`src/rtl/t2mi_pkg.sv`:
```
// Shared T2-MI constants, FSM state type and timestamp field layout.
// T2MI_TX_CRC_EN adds the CRC state and the 4 trailing CRC bytes.
package t2mi_pkg;

  localparam logic [7:0]  T2MI_TYPE_TIMESTAMP  = 8'h20;
  localparam logic [15:0] T2MI_TS_PAYLOAD_BITS = 16'd88;
  localparam int          T2MI_HDR_BYTES       = 6;
  localparam int          T2MI_TS_PAY_BYTES    = 11;
  localparam logic [31:0] CRC32_POLY           = 32'h04C11DB7;
  localparam logic [31:0] CRC32_INIT           = 32'hFFFFFFFF;

  localparam logic [4:0] T2MI_LAST_HDR = 5'(T2MI_HDR_BYTES - 1);
  localparam logic [4:0] T2MI_LAST_PAY = 5'(T2MI_HDR_BYTES + T2MI_TS_PAY_BYTES - 1);

`ifdef T2MI_TX_CRC_EN
  localparam logic [4:0] T2MI_LAST_BYTE = 5'(T2MI_LAST_PAY + 5'd4);
  typedef enum logic [1:0] {ST_IDLE, ST_HDR, ST_PAY, ST_CRC} t2mi_state_e;
`else
  localparam logic [4:0] T2MI_LAST_BYTE = T2MI_LAST_PAY;
  typedef enum logic [1:0] {ST_IDLE, ST_HDR, ST_PAY} t2mi_state_e;
`endif

  typedef struct packed {
    logic [39:0] seconds;
    logic [26:0] subsec;
    logic [12:0] utc;
    logic [3:0]  bw;
    logic [3:0]  sf;
  } ts_fields_t;

  // Header/payload byte at position idx (0..16) of a timestamp packet.
  function automatic logic [7:0] ts_byte(ts_fields_t f, logic [7:0] cnt, logic [4:0] idx);
    logic [39:0] p40;
    logic [7:0]  b;
    p40 = {f.subsec, f.utc};
    case (idx)
      5'd0:    b = T2MI_TYPE_TIMESTAMP;
      5'd1:    b = cnt;
      5'd2:    b = {f.sf, 4'h0};
      5'd3:    b = 8'h00;
      5'd4:    b = T2MI_TS_PAYLOAD_BITS[15:8];
      5'd5:    b = T2MI_TS_PAYLOAD_BITS[7:0];
      5'd6:    b = {4'h0, f.bw};
      5'd7:    b = f.seconds[39:32];
      5'd8:    b = f.seconds[31:24];
      5'd9:    b = f.seconds[23:16];
      5'd10:   b = f.seconds[15:8];
      5'd11:   b = f.seconds[7:0];
      5'd12:   b = p40[39:32];
      5'd13:   b = p40[31:24];
      5'd14:   b = p40[23:16];
      5'd15:   b = p40[15:8];
      5'd16:   b = p40[7:0];
      default: b = 8'h00;
    endcase
    return b;
  endfunction

endpackage

```
`src/rtl/crc32_mpeg2_byte.sv`:
```
// One-byte step of CRC-32/MPEG-2 (MSB first, no reflection). Purely combinational.
module crc32_mpeg2_byte
  import t2mi_pkg::*;
(
  input  logic [31:0] crc_in,
  input  logic [7:0]  data,
  output logic [31:0] crc_out
);

  always_comb begin
    crc_out = crc_in;
    for (int i = 7; i >= 0; i--) begin
      if (crc_out[31] ^ data[i]) crc_out = {crc_out[30:0], 1'b0} ^ CRC32_POLY;
      else                       crc_out = {crc_out[30:0], 1'b0};
    end
  end

endmodule

```
`src/rtl/t2mi_timestamp_packet_gen.sv`:
```
// T2-MI timestamp packet (type 0x20) serialiser with valid/ready output.
// Build option: T2MI_TX_CRC_EN appends CRC-32/MPEG-2 (21-byte packets, else 17).
module t2mi_timestamp_packet_gen
  import t2mi_pkg::*;
(
  input  logic        clk,
  input  logic        rst_n,
  input  logic        ts_load,
  input  logic [39:0] seconds_since_2000,
  input  logic [31:0] subseconds,
  input  logic [12:0] utc_offset,
  input  logic [3:0]  bandwidth_code,
  input  logic [3:0]  superframe_idx,
  input  logic        t2mi_ready,
  output logic        t2mi_valid,
  output logic [7:0]  t2mi_data,
  output logic        t2mi_sync,
  output logic        busy,
  output logic        pkt_done,
  output logic        ts_overrun,
  output logic [7:0]  packet_count
);

  t2mi_state_e state;
  ts_fields_t  fields;
  logic [4:0]  byte_idx;
  logic [4:0]  idx_nxt;
  logic [7:0]  next_byte;
  logic        accept;

  // Only the low 27 subsecond bits go on the wire.
  logic unused_subsec_hi;
  assign unused_subsec_hi = ^subseconds[31:27];

  assign accept = t2mi_valid && t2mi_ready;

`ifdef T2MI_TX_CRC_EN
  logic [31:0] crc_q;
  logic [31:0] crc_nxt;

  crc32_mpeg2_byte u_crc (
    .crc_in  (crc_q),
    .data    (t2mi_data),
    .crc_out (crc_nxt)
  );
`endif

  // Byte to present after the current one is accepted.
  always_comb begin
    idx_nxt   = byte_idx + 5'd1;
    next_byte = ts_byte(fields, packet_count, idx_nxt);
`ifdef T2MI_TX_CRC_EN
    // First CRC byte must already include byte 16, hence crc_nxt.
    case (idx_nxt)
      T2MI_LAST_PAY + 5'd1: next_byte = crc_nxt[31:24];
      T2MI_LAST_PAY + 5'd2: next_byte = crc_q[23:16];
      T2MI_LAST_PAY + 5'd3: next_byte = crc_q[15:8];
      T2MI_LAST_PAY + 5'd4: next_byte = crc_q[7:0];
      default: ;
    endcase
`endif
  end

  always_ff @(posedge clk or negedge rst_n) begin
    if (!rst_n) begin
      state        <= ST_IDLE;
      fields       <= '0;
      byte_idx     <= 5'd0;
      t2mi_valid   <= 1'b0;
      t2mi_data    <= 8'h00;
      t2mi_sync    <= 1'b0;
      busy         <= 1'b0;
      pkt_done     <= 1'b0;
      ts_overrun   <= 1'b0;
      packet_count <= 8'h00;
`ifdef T2MI_TX_CRC_EN
      crc_q        <= CRC32_INIT;
`endif
    end else begin
      pkt_done   <= 1'b0;
      ts_overrun <= 1'b0;
      if (state == ST_IDLE) begin
        if (ts_load) begin
          fields     <= '{seconds: seconds_since_2000, subsec: subseconds[26:0],
                          utc: utc_offset, bw: bandwidth_code, sf: superframe_idx};
          byte_idx   <= 5'd0;
          t2mi_data  <= T2MI_TYPE_TIMESTAMP;
          t2mi_valid <= 1'b1;
          t2mi_sync  <= 1'b1;
          busy       <= 1'b1;
          state      <= ST_HDR;
`ifdef T2MI_TX_CRC_EN
          crc_q      <= CRC32_INIT;
`endif
        end
      end else begin
        if (ts_load) ts_overrun <= 1'b1;
        if (accept) begin
          t2mi_sync <= 1'b0;
`ifdef T2MI_TX_CRC_EN
          // CRC covers header+payload only; frozen while its own bytes go out.
          if (state != ST_CRC) crc_q <= crc_nxt;
`endif
          if (byte_idx == T2MI_LAST_BYTE) begin
            t2mi_valid   <= 1'b0;
            t2mi_data    <= 8'h00;
            busy         <= 1'b0;
            pkt_done     <= 1'b1;
            packet_count <= packet_count + 8'd1;
            state        <= ST_IDLE;
          end else begin
            byte_idx  <= idx_nxt;
            t2mi_data <= next_byte;
            if (byte_idx == T2MI_LAST_HDR) state <= ST_PAY;
`ifdef T2MI_TX_CRC_EN
            if (byte_idx == T2MI_LAST_PAY) state <= ST_CRC;
`endif
          end
        end
      end
    end
  end

endmodule

```
`config.mk`:
```
export PLATFORM = sky130hd
export DESIGN_NAME = t2mi_timestamp_packet_gen
export DESIGN_NICKNAME = d
export VERILOG_FILES = /design/src/rtl/t2mi_pkg.sv /design/src/rtl/crc32_mpeg2_byte.sv /design/src/rtl/t2mi_timestamp_packet_gen.sv
export SDC_FILE = /design/constraint.sdc
export NUM_CORES = 1
export LEC_CHECK = 0
export CAP_MARGIN = 0
export CORE_MARGIN = 5
export CORE_UTILIZATION = 52
export DETAILED_ROUTE_END_ITERATION = 12
export HOLD_SLACK_MARGIN = 0.03
export PLACE_DENSITY = 0.91
export SLEW_MARGIN = 20
export SYNTH_ARGS = -nofsm -noshare
export SYNTH_HDL_FRONTEND = slang
export SYNTH_SLANG_ARGS = --single-unit
```
`constraint.sdc`:
```
create_clock -name clk -period 2.6 [get_ports clk]
set_input_delay 0.78 -clock clk [delete_from_list [all_inputs] [get_ports clk]]
set_output_delay 0.78 -clock clk [all_outputs]
set_load 0.1 [all_outputs]
```
==> results.sh <==
export IMPL_status="completed"
export IMPL_cts_htree_levels=4
export IMPL_overflow=0
export IMPL_grt_use_total_pct=29.7
export IMPL_whs_ns=0.240
export IMPL_drc=0
export IMPL_worstMarginPinSlew_ns=0.624
export IMPL_critPathBufInv=2
export IMPL_min_period_over_period_pct=95.2
export IMPL_synth_cell_types=66
export IMPL_drtAntennaViolNets=0
export IMPL_critPathLaunchType="flop"
export IMPL_multiInputGateArea_um2=2680
export IMPL_grt_pass1_vias=5635
export IMPL_p_per_area_nw_per_um2=1170
export IMPL_pre_cts_ws_ns=-0.232
export IMPL_ir_drop_v=0.000749
export IMPL_vias_per_cell=5.79
export IMPL_final_nets=904
export IMPL_hp_class="in -> async"
export IMPL_tritoncts="built"
export IMPL_path_class="reg -> reg"
export IMPL_period_minus_slack_ns=2.47
export IMPL_clk_pin_slew_ns=0.06
export IMPL_antenna_cells=0
export IMPL_drive_gt1_share_pct=16.0
export IMPL_p_leak_nw=3.84
export IMPL_cts_sinks=115
export IMPL_slowest_delay_ns=0.48
export IMPL_arrival_ns=2.84
export IMPL_antenna_found_initial=0
export IMPL_synthFlopType="dfrtp_1"
export IMPL_grt_first_pass_wirelength_mm=29.8
export IMPL_ys_ff_latch=115
export IMPL_drv_cap=0
export IMPL_pin_count=118
export IMPL_seqCellArea_um2=2880
export IMPL_yosysWarnings=0
export IMPL_clk_latency_ns=0.52
export IMPL_ctsHoldBuffers=0
export IMPL_dp_hpwl_mm=14.0
export IMPL_wire_per_inst_um=20.0
export IMPL_finClkSkew_ns=0.00819
export IMPL_max_slew_margin_pct=58.4
export IMPL_totalPowerFinal_mw=9.17
export IMPL_die_h_um=115
export IMPL_fillCellCount=807
export IMPL_finalWorstSetupSlack_ns=0.126
export IMPL_area_growth_pct=37.0
export IMPL_cts_buffers=17
export IMPL_die_w_um=115
export IMPL_setup_viol=0
export IMPL_port_buffers=112
export IMPL_gp_congestion=0.938
export IMPL_syn_cell_area_um2=5740
export IMPL_path_delay_family="compound AO/OA/AOI/OAI gates"
export IMPL_syn_num_nets=756
export IMPL_cts_resized=0
export IMPL_vias=5528
export IMPL_grt_max_degree=50
export IMPL_synthCells=653
export IMPL_async_reset_ff_share_pct=100
export IMPL_start_util_pct=53.0
export IMPL_critPathMaxFanout=9
export IMPL_root_buffer="clkbuf_8"
export IMPL_syn_avg_cell_area_um2=8.79
export IMPL_synth_edf_count=0
export IMPL_row_count=38
export IMPL_cp_required_ns=2.97
export IMPL_drt_iter0_markers=498
export IMPL_hold_viol=0
export IMPL_first_pass_iters=6
export IMPL_die_area_um2=13200
export IMPL_drv_slew=0
export IMPL_grt_setup_unrepaired="no"
export IMPL_core_um2=10800
export IMPL_endpoint_kind="flop"
export IMPL_wl_mm=19.1
export IMPL_postCtsSetupRepairBufs=0
export IMPL_yosysSeqAreaShare_pct=50.1
export IMPL_crit_chain="ha_1, buf_4, inv_1, and2_1, o21ai_2, a2bb2oi_1, a41o_1, a22oi_1"
export IMPL_cp_slowest_cell="dfrtp_1"
export IMPL_clockBufferDepth=2
export IMPL_fmax_mhz=404
final cells by class:
class | count | area share (%)
sequential | 115 | 36.6
inverter | 7 | 0.334
multi-input combinational | 492 | 34.1
tap | 140 | 2.23
clock buffer | 19 | 5.49
clock inverter | 13 | 1.72
timing repair buffer | 168 | 19.5
cells in the final DEF (no fill, tap or decap), types with 7 or more instances in the layout:
cell type        instances
a21oi_1                 13
a22o_1                  13
a22oi_1                 18
a32oi_1                  8
and3_1                   8
buf_4                   74
clkbuf_16               16
clkdlybuf4s50_1         90
dfrtp_1                115
inv_1                    7
mux2i_1                 12
nand2_1                291
nand3_1                  9
nor2_1                   7
o21ai_0                 10
xnor2_1                  7
per-stage QoR:
stage	cells	instance area, um^2	utilization (%)	setup TNS [ns]
2_1_floorplan	653	5740	-	0
3_3_place_gp	922	7300	67.3	-0.884
3_5_place_dp	922	7300	67.3	-1.26
4_1_cts	954	7860	72.5	0
5_1_grt	954	7860	72.5	0
6_report	954	7860	72.5	0
power breakdown:
part | switching [mW] | total [mW] | leakage, nW | internal [mW]
logic | 2.33 | 3.78 | 2.12 | 1.45
clock network | 0.842 | 2.22 | 0.266 | 1.38
registers | 0.622 | 3.16 | 1.45 | 2.54
sequential cells by signal (all words and copies together), names as in the netlist:
name / count
busy: 1
t2mi_data: 8
byte_idx: 5
state: 2
packet_count: 8
t2mi_sync: 1
pkt_done: 1
ts_overrun: 1
fields: 88
logic make-up after synthesis:
| family | after synthesis | synth area share [%] |
|---|---|---|
| AOI/OAI and AO/OA | 112 | 15.5 |
| DFF | 115 | 50.1 |
| buffers and inverters | 46 | 3.27 |
| xor gates and xnor gates | 10 | 1.85 |
| muxes | 14 | 2.48 |
| and+or+nand+nor | 350 | 25.5 |
| adders and majority gates | 6 | 1.31 |
metal layers:
metal | up-vias | GRT usage (%) | routed length [um]
met1 | 2688 | 37.6 | 7460
met2 | 272 | 49.3 | 9540
met5 | - | 0 | 0
met3 | 41 | 6.16 | 1460
met4 | 0 | 13.0 | 591
li1 | 2527 | - | -
synthesized netlist by cell type, drive strengths merged, types with 4 or more instances:
cell	instances	area (um^2)
nand2	291	1090
dfrtp	115	2880
clkbuf	26	97.6
a22oi	18	135
a21oi	14	73.8
a22o	13	114
buf	13	63.8
mux2i	12	120
o21ai	12	63.8
and3	9	61.3
nand3	9	45.0
a32oi	8	70.1
nor2	8	32.5
xnor2	8	88.8
inv	7	26.3
ha	6	75.1
nor2b	6	37.5
a211oi	5	37.5
and2	5	33.8
nand4	5	31.3
a32o	4	40.0
o31ai	4	35.0
path summary, 6_finish.rpt:
check	from	end	slack, ns	cells after the start
hold / removal	rst_n	packet_count[3]	0.24	1
hold reg to reg	fields[29]	fields[29]	0.47	2
setup reg to reg	byte_idx[1]	t2mi_data[4]	0.13	8
max in group asynchronous	rst_n	fields[15]	1.72	2
min in group clk	fields[29]	fields[29]	0.47	2
setup / recovery	byte_idx[1]	t2mi_data[4]	0.13	8
Note: power is estimated with default switching activity, not from simulation.
